## src/rtl/cache_fill_fsm.sv

```systemverilog
// rtl/cache_fill_fsm.sv - cache miss block-fill controller with pipelined memory reads
module cache_fill_fsm #(
    parameter int WORDS = 8
) (
    input  logic        clk,
    input  logic        rst_n,
    input  logic        miss_detected,
    input  logic [15:0] miss_address,
    input  logic        mem_grant,
    input  logic        memory_data_valid,
    input  logic [15:0] memory_data,
    output logic        fsm_busy,
    output logic        mem_ren,
    output logic [15:0] memory_address,
    output logic        write_data_array,
    output logic [2:0]  word_offset,
    output logic [15:0] array_wdata,
    output logic        write_tag_array
);

    typedef enum logic {
        IDLE,
        FILL
    } state_t;

    localparam logic [3:0] ISSUE_LIMIT = 4'(WORDS);
    localparam logic [2:0] LAST_WORD   = 3'(WORDS - 1);

    state_t      state_q, state_d;
    logic [3:0]  issue_cnt_q, issue_cnt_d;
    logic [2:0]  recv_cnt_q, recv_cnt_d;
    logic [11:0] blk_addr_q, blk_addr_d;

    // Byte-within-word and word offset of the miss are irrelevant: the whole block is fetched.
    logic unused_miss_low;
    assign unused_miss_low = &{1'b0, miss_address[3:0]};

    always_comb begin
        state_d          = state_q;
        issue_cnt_d      = issue_cnt_q;
        recv_cnt_d       = recv_cnt_q;
        blk_addr_d       = blk_addr_q;
        fsm_busy         = 1'b0;
        mem_ren          = 1'b0;
        memory_address   = 16'h0000;
        write_data_array = 1'b0;
        word_offset      = 3'd0;
        write_tag_array  = 1'b0;
        array_wdata      = memory_data;

        case (state_q)
            IDLE: begin
                // Stall starts in the miss cycle itself, before the grant is seen.
                fsm_busy = miss_detected;
                if (miss_detected && mem_grant) begin
                    blk_addr_d  = miss_address[15:4];
                    issue_cnt_d = 4'd0;
                    recv_cnt_d  = 3'd0;
                    state_d     = FILL;
                end
            end
            FILL: begin
                fsm_busy = 1'b1;
                if (issue_cnt_q < ISSUE_LIMIT) begin
                    mem_ren        = 1'b1;
                    memory_address = {blk_addr_q, issue_cnt_q[2:0], 1'b0};
                    issue_cnt_d    = issue_cnt_q + 4'd1;
                end
                if (memory_data_valid) begin
                    write_data_array = 1'b1;
                    word_offset      = recv_cnt_q;
                    recv_cnt_d       = recv_cnt_q + 3'd1;
                    if (recv_cnt_q == LAST_WORD) begin
                        write_tag_array = 1'b1;
                        issue_cnt_d     = 4'd0;
                        recv_cnt_d      = 3'd0;
                        state_d         = IDLE;
                    end
                end
            end
            default: state_d = IDLE;
        endcase
    end

    always_ff @(posedge clk) begin
        if (!rst_n) begin
            state_q     <= IDLE;
            issue_cnt_q <= 4'd0;
            recv_cnt_q  <= 3'd0;
            blk_addr_q  <= 12'h000;
        end else begin
            state_q     <= state_d;
            issue_cnt_q <= issue_cnt_d;
            recv_cnt_q  <= recv_cnt_d;
            blk_addr_q  <= blk_addr_d;
        end
    end

endmodule

```

## config.mk

```make
export PLATFORM = sky130hd
export DESIGN_NAME = cache_fill_fsm
export DESIGN_NICKNAME = d
export VERILOG_FILES = /design/src/rtl/cache_fill_fsm.sv
export SDC_FILE = /design/constraint.sdc
export NUM_CORES = 1
export LEC_CHECK = 0
export BUFFER_PORTS_ARGS = -buffer_cell sky130_fd_sc_hd__buf_2
export CAP_MARGIN = 0
export CELL_PAD_IN_SITES_DETAIL_PLACEMENT = 0
export CELL_PAD_IN_SITES_GLOBAL_PLACEMENT = 2
export CORE_MARGIN = 2
export CORE_UTILIZATION = 20
export DETAILED_ROUTE_END_ITERATION = 8
export HOLD_SLACK_MARGIN = 0.08
export PLACE_DENSITY = 0.8
export SYNTH_ARGS = -nofsm -noshare
export SYNTH_HDL_FRONTEND = slang
export SYNTH_SLANG_ARGS = --single-unit
```

## constraint.sdc

```tcl
create_clock -name clk -period 1.7 [get_ports clk]
set_input_delay 0.17 -clock clk [delete_from_list [all_inputs] [get_ports clk]]
set_output_delay 0.17 -clock clk [all_outputs]
set_load 0.02 [all_outputs]
```

Word-level counts from Yosys, hierarchy flattened
Index checks and enable logic that the tools add are counted. Widths: inputs -> output; s select.

Bitwise gates (word level): 1. Eq/ne operators: 3. Mux-type cells: 25. Add/subtract/negate cells: 2. Reduce and logical (&&, ||, !) cells: 3. Order comparisons: 1.

Operator list (number): $mux 16 (2); $mux 4 (4); $mux 3 (5); $mux 1 (10); $pmux 4 s2 (1); $pmux 3 s2 (1); $add 4x1->4 const B (1); $lt 4x4->1 const B (1); $ne 2x2->1 const B (2); $pmux 1 s2 (2); $reduce_and 2->1 (2); $add 3x1->3 const B (1); $eq 3x3->1 const B (1); $logic_and 1x1->1 (1); $not 1->1 (1).

Bits of input ports: 37. Register bits after elaboration: 20. Word-level logic and storage cells: 39.

Logic depth before layout (Yosys ltp)
Depth in word-level cells: 5. Gate-level depth with buffers: 5. Depth with buffers taken out: 5.

Worst setup path before layout
No wires, ideal clock.

Path kind: reg-to-reg. Start point: reg recv_cnt_q[0]. End point: reg issue_cnt_q[2]. Arrival: 1.385 ns. Library setup time: 0.074 ns. Stages on the path, launching flop included: 6. Path slack: 0.241 ns. Required time: 1.626 ns. Cells stage by stage: dfxtp_1 -> ha_1 -> ha_1 -> a21boi_4 -> or3b_1 -> a31oi_1.

Longest elaborated chain between the ends: 4.

RTL lines: start: declaration (RTL line 31) `logic [2:0] recv_cnt_q, recv_cnt_d;`; start signal: assignment (RTL line 94) `recv_cnt_q <= recv_cnt_d;`; $eq 3x3->1 (RTL line 73) `if (recv_cnt_q == LAST_WORD) begin`; $mux 4 (RTL line 73); $mux 4 (RTL line 69) `if (memory_data_valid) begin`; $pmux 4 s2 (RTL line 51) `case (state_q)`; end signal: assignment (RTL line 93) `issue_cnt_q <= issue_cnt_d;`; end: declaration (RTL line 30) `logic [3:0] issue_cnt_q, issue_cnt_d;`.

Every way passes these cells. A chain may end at the register's enable or synchronous reset.

Worst setup path in the final report
Start point: reg recv_cnt_q[0]. End point: out write_tag_array.

Longest elaborated chain between the ends: 4.

RTL lines: $eq 3x3->1 (RTL line 73); $mux 1 (RTL line 73); $mux 1 (RTL line 69); $mux 1 (RTL line 51); end: declaration (RTL line 18) `output logic write_tag_array`.

Every way passes these cells.

==> impl_results.html <==
<table>
<tr><th>Metric</th><th>Value</th></tr>
<tr><th colspan="2">Cells and area</th></tr>
<tr><td>Net total in the final layout</td><td>just over 200</td></tr>
<tr><td>Multi-input logic area</td><td>522 µm²</td></tr>
<tr><td>Ant. Diodes</td><td>0</td></tr>
<tr><td>Post-Layout Inst Area</td><td>1300 µm²</td></tr>
<tr><td>Layout-stage area growth over the synthesis result</td><td>18.9%</td></tr>
<tr><td>Fraction of layout cells with a size suffix above 1</td><td>31.3%</td></tr>
<tr><td>Layout Utilization</td><td>25.1%</td></tr>
<tr><td>Number of non-filler instances in the completed layout</td><td>230</td></tr>
<tr><td>Fill cell count</td><td>roughly 580</td></tr>
<tr><td>Area occupied by registers</td><td>402 µm²</td></tr>
<tr><th colspan="2">Run status</th></tr>
<tr><td>Run status</td><td>complete, no violations</td></tr>
<tr><th colspan="2">Global route</th></tr>
<tr><td>Antenna violations before repair</td><td>0</td></tr>
<tr><td>GRT Resource Usage Total</td><td>roughly 8.4%</td></tr>
<tr><td>Wire length of the first global-routing pass</td><td>slightly above 4000 µm</td></tr>
<tr><td>Overflow after GRT</td><td>0</td></tr>
<tr><td>Maximum number of pins on one net before global-route repair</td><td>16</td></tr>
<tr><td>Number of global-route vias before repair</td><td>857</td></tr>
<tr><th colspan="2">STA</th></tr>
<tr><td>Hold slack</td><td>0.147 ns</td></tr>
<tr><td>Final Cycle Share</td><td>92.9%</td></tr>
<tr><td>Clock Skew</td><td>0.00190 ns</td></tr>
<tr><td>Number of slew-limit violations in the final report</td><td>0</td></tr>
<tr><td>Setup repair after global routing missed its margin</td><td>false</td></tr>
<tr><td>Maximum achievable frequency</td><td>633 MHz</td></tr>
<tr><td>Final hold violation count</td><td>0</td></tr>
<tr><td>Final setup TNS</td><td>0 ns</td></tr>
<tr><td>Final setup violation count</td><td>0</td></tr>
<tr><td>Min Clock Period, post-route</td><td>1.58 ns</td></tr>
<tr><th colspan="2">Run</th></tr>
<tr><td>Max-cap viol count</td><td>0</td></tr>
<tr><th colspan="2">CTS</th></tr>
<tr><td>Number of buffers added to fix hold violations after cts</td><td>0</td></tr>
<tr><td>Post-cts resize count</td><td>0</td></tr>
<tr><td>Clock-pin slew reported for the worst setup and hold paths after clock tree synthesis</td><td>0.07 ns</td></tr>
<tr><td>TritonCTS clock tree</td><td>built</td></tr>
<tr><td>Source-to-sink clock delay at the later pin of the worst-skew pair</td><td>0.25 ns</td></tr>
<tr><td>Number of levels the H-tree was split into</td><td>1</td></tr>
<tr><td>Clock root cell</td><td>clkbuf_8</td></tr>
<tr><td>Clock net sink count</td><td>20</td></tr>
<tr><td>Post-CTS setup repair buffer count</td><td>0</td></tr>
<tr><td>Number of buffers created by CTS</td><td>3</td></tr>
<tr><td>Number of buffers between clock root and the deepest sink</td><td>2</td></tr>
<tr><th colspan="2">Power and ir drop</th></tr>
<tr><td>Switch share</td><td>between 20 and 25%</td></tr>
<tr><td>Clock network fraction of total power</td><td>36.6%</td></tr>
<tr><td>Part of the total power dissipated in combinational logic</td><td>12.7%</td></tr>
<tr><td>Proportion of power drawn by flip-flops and latches</td><td>50.7%</td></tr>
<tr><td>P_sw</td><td>0.240 mW</td></tr>
<tr><td>Power Density</td><td>760 nW/µm²</td></tr>
<tr><td>Worst-case vdd ir drop</td><td>roughly 0.54 mV</td></tr>
<tr><td>Leak Pwr</td><td>around 0.62 nW</td></tr>
<tr><td>Internal portion of total power</td><td>0.745 mW</td></tr>
<tr><th colspan="2">Route</th></tr>
<tr><td>Drt pass-1 iters</td><td>4</td></tr>
<tr><td>Routed wirelength normalized by instance count</td><td>between 10 and 15 µm</td></tr>
<tr><td>Average vias per placed instance</td><td>approximately 4</td></tr>
<tr><td>Wire length reported by the detailed router</td><td>2370 µm</td></tr>
<tr><td>Residual DRC</td><td>0</td></tr>
<tr><td>Total via count in the routed design</td><td>around 920</td></tr>
<tr><td>Count of antenna-violating nets left after detailed routing</td><td>0</td></tr>
<tr><td>First DRT Iteration DRCs</td><td>21</td></tr>
<tr><th colspan="2">Synthesis</th></tr>
<tr><td>Cell with the most instances after synthesis</td><td>nand2_1</td></tr>
<tr><td>Count of state elements after synthesis</td><td>20</td></tr>
<tr><td>EDFF count, synth</td><td>0</td></tr>
<tr><td>Synthesized area per cell</td><td>7.96 µm²</td></tr>
<tr><td>Net count after synthesis</td><td>178</td></tr>
<tr><td>Ys Warns</td><td>0</td></tr>
<tr><td>Number of distinct library cell variants in the gate-level netlist after synthesis</td><td>26</td></tr>
<tr><td>Asr flop ratio synth</td><td>0%</td></tr>
<tr><td>Netlist area before placement</td><td>1090 µm²</td></tr>
<tr><td>Share of synthesized area occupied by flip-flops and latches</td><td>36.7%</td></tr>
<tr><td>Cell type with the highest aggregate area in the netlist</td><td>dfxtp_1</td></tr>
<tr><td>Number of instances in the synthesized netlist</td><td>roughly 140</td></tr>
<tr><td>Area contributors post-synth</td><td>dfxtp_1 37%, buf_4 12%, nand2_1 10%</td></tr>
<tr><td>Top cells by instance count after synthesis</td><td>29 x nand2_1, 20 x dfxtp_1, 18 x buf_4</td></tr>
<tr><td>Prevailing post-synth register cell</td><td>dfxtp_1</td></tr>
<tr><td>Top cell type's share of synthesized area</td><td>a little under two fifths</td></tr>
<tr><th colspan="2">Hold path</th></tr>
<tr><td>Hold/Removal Path Class</td><td>primary input to flip-flop</td></tr>
<tr><th colspan="2">Floorplanning</th></tr>
<tr><td>Overall die height</td><td>between 70 and 80 µm</td></tr>
<tr><td>Die width</td><td>a little under 80 µm</td></tr>
<tr><td>Effective utilization at floorplan</td><td>a little over a fifth</td></tr>
<tr><td>Floorplan die area</td><td>6060 µm²</td></tr>
<tr><td>Standard-cell rows</td><td>26</td></tr>
<tr><td>Placeable core region</td><td>5170 µm²</td></tr>
<tr><td>Number of I/O pins</td><td>76</td></tr>
<tr><th colspan="2">Critical path</th></tr>
<tr><td>Category of the critical setup timing path</td><td>flip-flop to primary output</td></tr>
<tr><td>Category of the worst setup path launch point</td><td>flip-flop</td></tr>
<tr><td>Register-to-Register Setup Slack</td><td>about 0.22 ns</td></tr>
<tr><td>Critical Path Fanout Max</td><td>4</td></tr>
<tr><td>Arrival time of data at the critical path endpoint</td><td>1.41 ns</td></tr>
<tr><td>Crit end category</td><td>primary output</td></tr>
<tr><td>Crit path required time</td><td>about 1.5 ns</td></tr>
<tr><th colspan="2">Place</th></tr>
<tr><td>Dpl cells</td><td>226</td></tr>
<tr><td>Total of buffers placed on input and output ports</td><td>38</td></tr>
<tr><td>Global placement routability congestion</td><td>0.724</td></tr>
<tr><td>Cell Area, Placed</td><td>1240 µm²</td></tr>
<tr><td>Detailed-placement wirelength estimate</td><td>between 1500 and 2000 µm</td></tr>
</table>
path summary, 6_finish.rpt:
path                                        end       startpoint  depth (start not counted)
worst min register to register   blk_addr_q[11]   blk_addr_q[11]                          2
worst max-delay path            write_tag_array    recv_cnt_q[0]                          4
worst max register to register   issue_cnt_q[2]    recv_cnt_q[0]                          5
worst min-delay path              blk_addr_q[2]  miss_address[6]                          3
metal layers:
metal | wire length [µm] | global-route usage, % | vias up | part of all wire (%)
li1 | - | - | 482 | -
met1 | 1090 | 10.1 | 399 | 46
met2 | 1090 | 14.0 | 30 | 46
met3 | 175 | 3.37 | 6 | 7.4
met4 | 19 | 1.61 | 0 | 0.80
met5 | 0 | 0 | - | 0
power by group through the flow:
stage / registers [mW] / clock network [mW] / logic (mW)
after global routing: 0.503 / 0.400 / 0.143
after floorplan: 0.505 / 0 / 0.137
after global placement: 0.510 / 0 / 0.128
after detailed placement: 0.511 / 0 / 0.129
after CTS: 0.500 / 0.385 / 0.129
final: 0.500 / 0.361 / 0.125
cell type report:
class / instances / share of cell area, %
multi-input combinational: 91 / 40.2
sequential: 20 / 31.0
clock buffer: 4 / 4.24
timing repair buffer: 42 / 17.0
inverter: 3 / 0.868
tap: 70 / 6.75
kinds of logic after synthesis:
group / Yosys count / share of synthesized area (%)
buffers and inverters: 26 / 15.5
AO/OA/AOI/OAI: 22 / 11.9
other: 1 / 0.344
AND/OR/NAND/NOR: 64 / 31.0
flip-flops: 20 / 36.7
adder cells (fa/ha/maj): 4 / 4.59
cells in the final DEF (no fill, tap or decap), drive strengths merged, types with 2 or more instances in the layout:
| cell | instances |
|---|---|
| buf | 42 |
| clkbuf | 4 |
| a31oi | 3 |
| and2 | 15 |
| a21oi | 16 |
| nand3 | 5 |
| nand2 | 29 |
| inv | 3 |
| and3 | 4 |
| nor2 | 2 |
| dfxtp | 20 |
| ha | 4 |
through the flow:
stage / worst slack (ns) / total power, mW
after floorplan: 0.241 / 0.642
after global placement: 0.242 / 0.638
after detailed placement: 0.236 / 0.640
after CTS: 0.0296 / 1.01
after global routing: 0.0225 / 1.05
final: 0.120 / 0.986
critical path, cell delays in order, from the launching register on:
cell     delay [ns]
dfxtp_1        0.34
ha_1           0.21
ha_1           0.23
and3_1         0.22
buf_2          0.16
state kept, by name, indices dropped and copies added, names as in the netlist:
name,count
issue_cnt_q,4
state_q,1
recv_cnt_q,3
blk_addr_q,12
Power figures use the tool's default switching activity.
